`src/rtl/scc_ctrl_fsm.sv`:
```
`default_nettype none
// ============================================================================
//  Module   : scc_ctrl_fsm
//  Purpose  : Multi-cycle control sequencer for the SCC core. It walks
//             IDLE -> FETCH -> DECODE -> EXEC -> (MEM) -> (WB) -> FETCH.
//             From the opcode Instruction[31:25] it generates the IR load,
//             PC update, register-file/flag write and data-memory strobes.
//             It also handles HALT and data-memory timeout faults.
//  Revision : 1.0 - initial release
// ----------------------------------------------------------------------------
//  Ports
//    clk         in   system clock, rising edge
//    rst         in   synchronous active-high reset
//    run         in   start request, leaves IDLE
//    instr_op    in   [6:0] opcode, latched in DECODE
//    cond_true   in   B.cond condition, used combinationally in EXEC
//    dmem_ready  in   data memory completes current access
//    ir_load     out  load instruction register (FETCH)
//    pc_en       out  update PC this cycle
//    pc_sel      out  0 = PC+1, 1 = branch target
//    rf_we       out  register-file write enable (WB)
//    flags_we    out  NZCV flag write enable (WB)
//    dmem_re     out  data-memory read strobe, held through MEM
//    dmem_we     out  data-memory write strobe, held through MEM
//    halted      out  core stopped in HALT
//    mem_err     out  sticky data-memory timeout fault
//    state       out  [2:0] current state, debug
//    retired_cnt out  [31:0] retired-instruction counter (optional)
//    stall_cnt   out  [31:0] MEM-stall cycle counter (optional)
//  Build option
//    SCC_PERF_CNT_EN : when defined, adds retired_cnt / stall_cnt
// ============================================================================
module scc_ctrl_fsm #(
  parameter int MEM_TIMEOUT = 15,
  parameter int TO_W        = 8
) (
  input  logic       clk,
  input  logic       rst,
  input  logic       run,
  input  logic [6:0] instr_op,
  input  logic       cond_true,
  input  logic       dmem_ready,
  output logic       ir_load,
  output logic       pc_en,
  output logic       pc_sel,
  output logic       rf_we,
  output logic       flags_we,
  output logic       dmem_re,
  output logic       dmem_we,
  output logic       halted,
  output logic       mem_err,
  output logic [2:0] state
`ifdef SCC_PERF_CNT_EN
  ,
  output logic [31:0] retired_cnt,
  output logic [31:0] stall_cnt
`endif
);

  typedef enum logic [2:0] {
    ST_IDLE   = 3'd0,
    ST_FETCH  = 3'd1,
    ST_DECODE = 3'd2,
    ST_EXEC   = 3'd3,
    ST_MEM    = 3'd4,
    ST_WB     = 3'd5,
    ST_HALT   = 3'd6
  } state_t;

  // Instruction classes resolved in EXEC
  localparam logic [2:0] CLS_WB   = 3'd0;  // data op, write back
  localparam logic [2:0] CLS_MEM  = 3'd1;  // load / store
  localparam logic [2:0] CLS_JMP  = 3'd2;  // B / BR, always taken
  localparam logic [2:0] CLS_BCND = 3'd3;  // B.cond
  localparam logic [2:0] CLS_NOP  = 3'd4;  // NOP or undefined encoding
  localparam logic [2:0] CLS_HALT = 3'd5;  // HALT instruction

  localparam logic [TO_W-1:0] TO_LIMIT = TO_W'(MEM_TIMEOUT);

  // ALU sub-op field op[2:0] is valid for 001..101
  function automatic logic alu_ok(input logic [6:0] op);
    return (op[2:0] != 3'b000) && (op[2:0] <= 3'd5);
  endfunction

  function automatic logic [2:0] classify(input logic [6:0] op);
    logic [2:0] cls;
    cls = CLS_NOP;
    case (op[6:5])
      2'b00, 2'b01: begin
        if (((op[6:5] == 2'b00) && (op[4:0] <= 5'd5)) ||
            (op[4] && alu_ok(op)) ||
            ((op[6:5] == 2'b01) && (op[4:0] == 5'b10110))) begin
          cls = CLS_WB;
        end
      end
      2'b10: cls = CLS_MEM;
      default: begin
        // Branches occupy the op[4]=0 half of the fl=11 space, so the HALT
        // opcode 1110000 (op[4]=1) does not alias to B.
        if (!op[4] && (op[3:0] == 4'b0000))      cls = CLS_JMP;
        else if (!op[4] && (op[3:0] == 4'b0001)) cls = CLS_BCND;
        else if (!op[4] && (op[3:0] == 4'b0010)) cls = CLS_JMP;
        else if (op[2])                          cls = CLS_NOP;
        else if (op[4] || op[3])                 cls = CLS_HALT;
        else                                     cls = CLS_NOP;
      end
    endcase
    return cls;
  endfunction

  state_t          state_q, state_d;
  logic [6:0]      op_q, op_d;
  logic [TO_W-1:0] cnt_q, cnt_d;
  logic            mem_err_d;

  logic ir_load_q, ir_load_d;
  logic pc_en_q, pc_en_d;
  logic pc_sel_q, pc_sel_d;
  logic bcnd_q, bcnd_d;
  logic rf_we_q, rf_we_d;
  logic flags_we_q, flags_we_d;
  logic dmem_re_q, dmem_re_d;
  logic dmem_we_q, dmem_we_d;
  logic halted_q, halted_d;
  logic mem_err_q;

  logic [2:0] cls_d;

  // Next state plus next-cycle output values. Outputs are registered, so
  // they are decoded from the state being entered and the latched opcode.
  always_comb begin
    state_d   = state_q;
    op_d      = op_q;
    cnt_d     = cnt_q;
    mem_err_d = mem_err_q;

    case (state_q)
      ST_IDLE:   if (run) state_d = ST_FETCH;
      ST_FETCH:  state_d = ST_DECODE;
      ST_DECODE: begin
        op_d    = instr_op;
        state_d = ST_EXEC;
      end
      ST_EXEC: begin
        case (classify(op_q))
          CLS_WB:   state_d = ST_WB;
          CLS_MEM: begin
            state_d = ST_MEM;
            cnt_d   = '0;
          end
          CLS_HALT: state_d = ST_HALT;
          default:  state_d = ST_FETCH;
        endcase
      end
      ST_MEM: begin
        if (dmem_ready) begin
          state_d = ST_WB;
          cnt_d   = '0;
        end else begin
          cnt_d = cnt_q + TO_W'(1);
          if (cnt_q + TO_W'(1) == TO_LIMIT) begin
            state_d   = ST_HALT;
            mem_err_d = 1'b1;
          end
        end
      end
      ST_WB:   state_d = ST_FETCH;
      ST_HALT: state_d = ST_HALT;
      default: state_d = ST_IDLE;  // illegal code 7
    endcase

    cls_d      = classify(op_d);
    ir_load_d  = 1'b0;
    pc_en_d    = 1'b0;
    pc_sel_d   = 1'b0;
    bcnd_d     = 1'b0;
    rf_we_d    = 1'b0;
    flags_we_d = 1'b0;
    dmem_re_d  = 1'b0;
    dmem_we_d  = 1'b0;
    halted_d   = 1'b0;

    case (state_d)
      ST_FETCH: ir_load_d = 1'b1;
      ST_EXEC: begin
        case (cls_d)
          CLS_JMP: begin
            pc_en_d  = 1'b1;
            pc_sel_d = 1'b1;
          end
          CLS_BCND: begin
            pc_en_d = 1'b1;
            bcnd_d  = 1'b1;
          end
          CLS_NOP: pc_en_d = 1'b1;
          default: ;
        endcase
      end
      ST_MEM: begin
        dmem_re_d = op_d[0];
        dmem_we_d = ~op_d[0];
      end
      ST_WB: begin
        pc_en_d    = 1'b1;
        rf_we_d    = ~((op_d[6:5] == 2'b10) && !op_d[0]);
        flags_we_d = (op_d[6:5] != 2'b10) && (op_d[4:3] == 2'b11) && alu_ok(op_d);
      end
      ST_HALT: halted_d = 1'b1;
      default: ;
    endcase
  end

  always_ff @(posedge clk) begin
    if (rst) begin
      state_q    <= ST_IDLE;
      op_q       <= '0;
      cnt_q      <= '0;
      mem_err_q  <= 1'b0;
      ir_load_q  <= 1'b0;
      pc_en_q    <= 1'b0;
      pc_sel_q   <= 1'b0;
      bcnd_q     <= 1'b0;
      rf_we_q    <= 1'b0;
      flags_we_q <= 1'b0;
      dmem_re_q  <= 1'b0;
      dmem_we_q  <= 1'b0;
      halted_q   <= 1'b0;
    end else begin
      state_q    <= state_d;
      op_q       <= op_d;
      cnt_q      <= cnt_d;
      mem_err_q  <= mem_err_d;
      ir_load_q  <= ir_load_d;
      pc_en_q    <= pc_en_d;
      pc_sel_q   <= pc_sel_d;
      bcnd_q     <= bcnd_d;
      rf_we_q    <= rf_we_d;
      flags_we_q <= flags_we_d;
      dmem_re_q  <= dmem_re_d;
      dmem_we_q  <= dmem_we_d;
      halted_q   <= halted_d;
    end
  end

  assign ir_load  = ir_load_q;
  assign pc_en    = pc_en_q;
  // cond_true is only valid during EXEC, so B.cond selects it live
  assign pc_sel   = pc_sel_q | (bcnd_q & cond_true);
  assign rf_we    = rf_we_q;
  assign flags_we = flags_we_q;
  assign dmem_re  = dmem_re_q;
  assign dmem_we  = dmem_we_q;
  assign halted   = halted_q;
  assign mem_err  = mem_err_q;
  assign state    = state_q;

`ifdef SCC_PERF_CNT_EN
  logic [31:0] retired_q;
  logic [31:0] stall_q;

  always_ff @(posedge clk) begin
    if (rst) begin
      retired_q <= '0;
      stall_q   <= '0;
    end else begin
      // A HALT instruction retires without a PC update
      if (pc_en_q || ((state_q == ST_EXEC) && (state_d == ST_HALT))) begin
        retired_q <= retired_q + 32'd1;
      end
      if ((state_q == ST_MEM) && !dmem_ready) begin
        stall_q <= stall_q + 32'd1;
      end
    end
  end

  assign retired_cnt = retired_q;
  assign stall_cnt   = stall_q;
`endif

endmodule
`default_nettype wire
```
`config.mk`:
```
export PLATFORM = sky130hd
export DESIGN_NAME = scc_ctrl_fsm
export DESIGN_NICKNAME = d
export VERILOG_FILES = /design/src/rtl/scc_ctrl_fsm.sv
export SDC_FILE = /design/constraint.sdc
export NUM_CORES = 1
export LEC_CHECK = 0
export ABC_AREA = 1
export CELL_PAD_IN_SITES_DETAIL_PLACEMENT = 1
export CELL_PAD_IN_SITES_GLOBAL_PLACEMENT = 2
export CORE_MARGIN = 1
export CORE_UTILIZATION = 37
export CTS_CLUSTER_SIZE = 16
export DETAILED_ROUTE_END_ITERATION = 16
export DONT_BUFFER_PORTS = 1
export GPL_ROUTABILITY_DRIVEN = 1
export PLACE_DENSITY_LB_ADDON = 0.15
export SYNTH_ARGS = -nofsm -noshare
export SYNTH_HDL_FRONTEND = slang
export SYNTH_SLANG_ARGS = --single-unit
```
`constraint.sdc`:
```
create_clock -name clk -period 3.9 [get_ports clk]
set_clock_uncertainty 0.2 [all_clocks]
set_input_delay 0.39 -clock clk [delete_from_list [all_inputs] [get_ports clk]]
set_output_delay 0.39 -clock clk [all_outputs]
set_load 0.005 [all_outputs]
```
==> metrics.md <==
| Metric | Value |
|---|---|
| Status | `finished, final reports clean` |
| Gr usage total | `19.44%` |
| # diodes | `0` |
| # H-tree levels | `1` |
| Vias in the first global route | `1450` |
| CTS clk-pin slew, worst paths | `0.10 ns` |
| Avg Synthesized Cell Area | `6.769 µm²` |
| Setup crit end kind | `flip-flop` |
| Sequential Area | `560.5 µm²` |
| Core ar. | `4086 µm²` |
| Dpl cells | `285` |
| Slew Limit Fails | `0` |
| RSZ-0062 raised after global routing | `false` |
| Area of the multi-input gates | `884.6 µm²` |
| Critical path required time | `3.89 ns` |
| Final setup vio count | `0` |
| Max clock buf depth | `2` |
| Die Area | `4641 µm²` |
| Die Y | `68.13 µm` |
| Nets | `255` |
| Yosys cell types | `35` |
| Root buf cell | `clkbuf_8` |
| Top-count cell post-synth | `nand2_1` |
| Hold Path End | `cnt_q[0]` |
| Rel. slew slack | `50.40%` |
| CTS tree | `done` |
| CP Launch Type | `flip-flop` |
| Placed Area | `1645 µm²` |
| DRT iter0 DRCs | `59` |
| Async set-reset flop share out of synthesis | `0%` |
| Area added between synthesis and finish | `6.729%` |
| Worst-Margin Slew | `0.7416 ns` |
| Reg-to-reg slack, setup | `1.79 ns` |
| Maximum number of pins on one net before global-route repair | `19` |
| Crit-path cells | `nand2_2, nor2_1, nand2_1, o21ai_1, nand2_1, nor2_1, nor2_1, nand2_1, nand2_1, nand2_1, nand2_1` |
| Initial antenna violation count | `0` |
| Final Wtd Congestion | `0.8769` |
| Antenna viol nets, final | `0` |
| Post-route cell area | `1727 µm²` |
| Clock Sinks | `28` |
| Cell Area, Synth | `1618 µm²` |
| Most frequent cells after synthesis | `61 x nand2_1, 38 x nor2_1, 31 x inv_1, 28 x dfxtp_1, 15 x nand3_1` |
| Number of gates resized after CTS | `0` |
| Worst path max stage delay | `0.60 ns` |
| Drt first pass iters | `4` |
| Worst R2R Path Depth | `11` |
| F_max | `474.7 MHz` |
| CP arrival | `2.09 ns` |
| Hold Path Stages | `3` |
| Initial Util | `39.59%` |
| Setup_tns | `0 ns` |
| Post-Synthesis Cells | `239` |
| TritonCTS Buffers | `3` |
| I/O Buffers | `0` |
| Syn. warnings | `0` |
| Dpl hpwl | `3267 µm` |
| RR Startpoint | `state[1]` |
| DRC | `0` |
| DIE WIDTH | `68.13 µm` |
| Final-layout fill cell count | `557` |
| Detailed-route via count | `1436` |
| Hold-fix buffers, CTS | `1` |
| Peak supply drop | `0.1786 mV` |
| Clock latency on the worst-skew pair | `0.28 ns` |
| Worst Hold Class | `input pin to flip-flop` |
| Wire length per cell | `14.08 µm` |
| Predominant post-synthesis flop cell | `dfxtp_1` |
| Slowest-stage cell, CP | `dfxtp_1` |
| Pwr Density | `414.3 nW/µm²` |
| Remaining Overflow, GRT | `0` |
| Drt total wl | `4083 µm` |
| Synth top area share | `34.65%` |
| Vias per cell | `4.952` |
| Lkg Pwr | `0.0007611 µW` |
| Crit-path max FO | `8` |
| Hold wc startpoint | `rst` |
| Setup CP Type | `flip-flop to flip-flop` |
| Post-Syn Nets | `253` |
| Number of enable flip-flop cells after synthesis | `0` |
| Final Hold Fails | `0` |
| Top post-synthesis cells by area | `dfxtp_1 35%, nand2_1 14%, nor2_1 8.8%` |
| Share of layout cells above drive strength 1 | `12.92%` |
| I/O pin count | `24` |
| Worst r2r dst | `pc_en` |
| # rows | `23` |
| Register area share after synthesis | `34.65%` |
| First-pass GRT wire length | `6630 µm` |
| #FFs+latches synth | `28` |
| Post-CTS setup buffers | `0` |
| Post-Layout Cell Count | `290` |
| Final Util | `42.25%` |
| Fin crit share | `54.02%` |
| Cell mode on critical path | `nand2_1` |
| Area leader, netlist | `dfxtp_1` |
| Tmin final | `2.107 ns` |
| Max-capacitance violation count | `0` |
state kept, by name, indices dropped and copies added (netlist names):
| register | count |
|---|---|
| rf_we | 1 |
| halted | 1 |
| cnt_q | 8 |
| mem_err | 1 |
| ir_load | 1 |
| op_q | 7 |
| flags_we | 1 |
| dmem_we | 1 |
| dmem_re | 1 |
| pc_sel_q | 1 |
| pc_en | 1 |
| state | 3 |
| bcnd_q | 1 |
metrics by stage:
stage          power [µW]  worst slack (ns)  hold slack, ns
2_1_floorplan       457.6             2.177          0.2466
3_5_place_dp        486.2             1.797          0.2675
5_1_grt             756.2             1.526          0.1095
6_report            715.4             1.793         0.08478
4_1_cts             723.5             1.786         0.08881
3_3_place_gp        483.6             1.818          0.2516
cell families after synthesis:
group                    Yosys count  share of synthesized area (%)
AO/OA/AOI/OAI                     27                          11.91
XOR/XNOR                           5                          2.707
adder cells (fa/ha/maj)            2                          1.547
buffers and inverters             40                          10.67
flip-flops                        28                          34.65
AND/OR/NAND/NOR                  137                          38.52
critical path: cells and delay by family, from the launching register on:
| family | cells | cell delay [ns] |
|---|---|---|
| flops | 1 | 0.60 |
| compound gates | 1 | 0.24 |
| simple gates | 10 | 0.98 |
power breakdown:
part / internal [µW] / switching (µW)
clock network: 138 / 94.6
logic: 54.5 / 114
registers: 298 / 15.8
placed cells by master, fill, tap and decap left out, drive strengths merged:
| cell | Yosys | final |
|---|---|---|
| nand2 | 72 | 72 |
| nor2 | 40 | 40 |
| inv | 36 | 36 |
| dfxtp | 28 | 28 |
| nand3 | 18 | 18 |
| a21oi | 12 | 12 |
| o21ai | 6 | 6 |
| nor3 | 5 | 5 |
| xor2 | 3 | 3 |
| o211ai | 3 | 3 |
| clkbuf | 1 | 3 |
| xnor2 | 2 | 2 |
| ha | 2 | 2 |
| a31oi | 2 | 2 |
| a21o | 1 | 1 |
| o21bai | 1 | 1 |
| o31ai | 1 | 1 |
| a21boi | 1 | 1 |
| nand4 | 1 | 1 |
| and3 | 1 | 1 |
| bufinv | 0 | 1 |
| dlygate4sd3 | 0 | 1 |
worst max path at each step:
stage              from    end  slack [ns]  cells after the start
4_1_cts        state[1]  pc_en        1.79                     13
3_3_place_gp   state[1]  pc_en        1.82                     11
2_1_floorplan  state[1]  pc_en        2.18                     14
3_5_place_dp   state[1]  pc_en        1.80                     11
6_report       state[1]  pc_en        1.79                     11
5_1_grt        state[1]  pc_en        1.53                     13
final cells by class:
| type | count | share of cell area, % |
|---|---|---|
| multi-input cells | 171 | 51.23 |
| flip-flops and latches | 28 | 32.46 |
| inverters | 36 | 7.971 |
| well taps | 50 | 3.623 |
| clock buffers | 3 | 2.391 |
| clock inverters | 1 | 1.739 |
| repair buffers | 1 | 0.5797 |
layer usage:
metal	routed length [µm]	up-vias	global-route usage, %	share of wire [%]
met5	0	-	0	0
met4	53	0	6.250	1.3
met3	82	5	2.833	2.0
met2	2072	14	35.78	51
met1	1874	674	22.68	46
li1	-	743	-	-
Power figures use the tool's default switching activity.
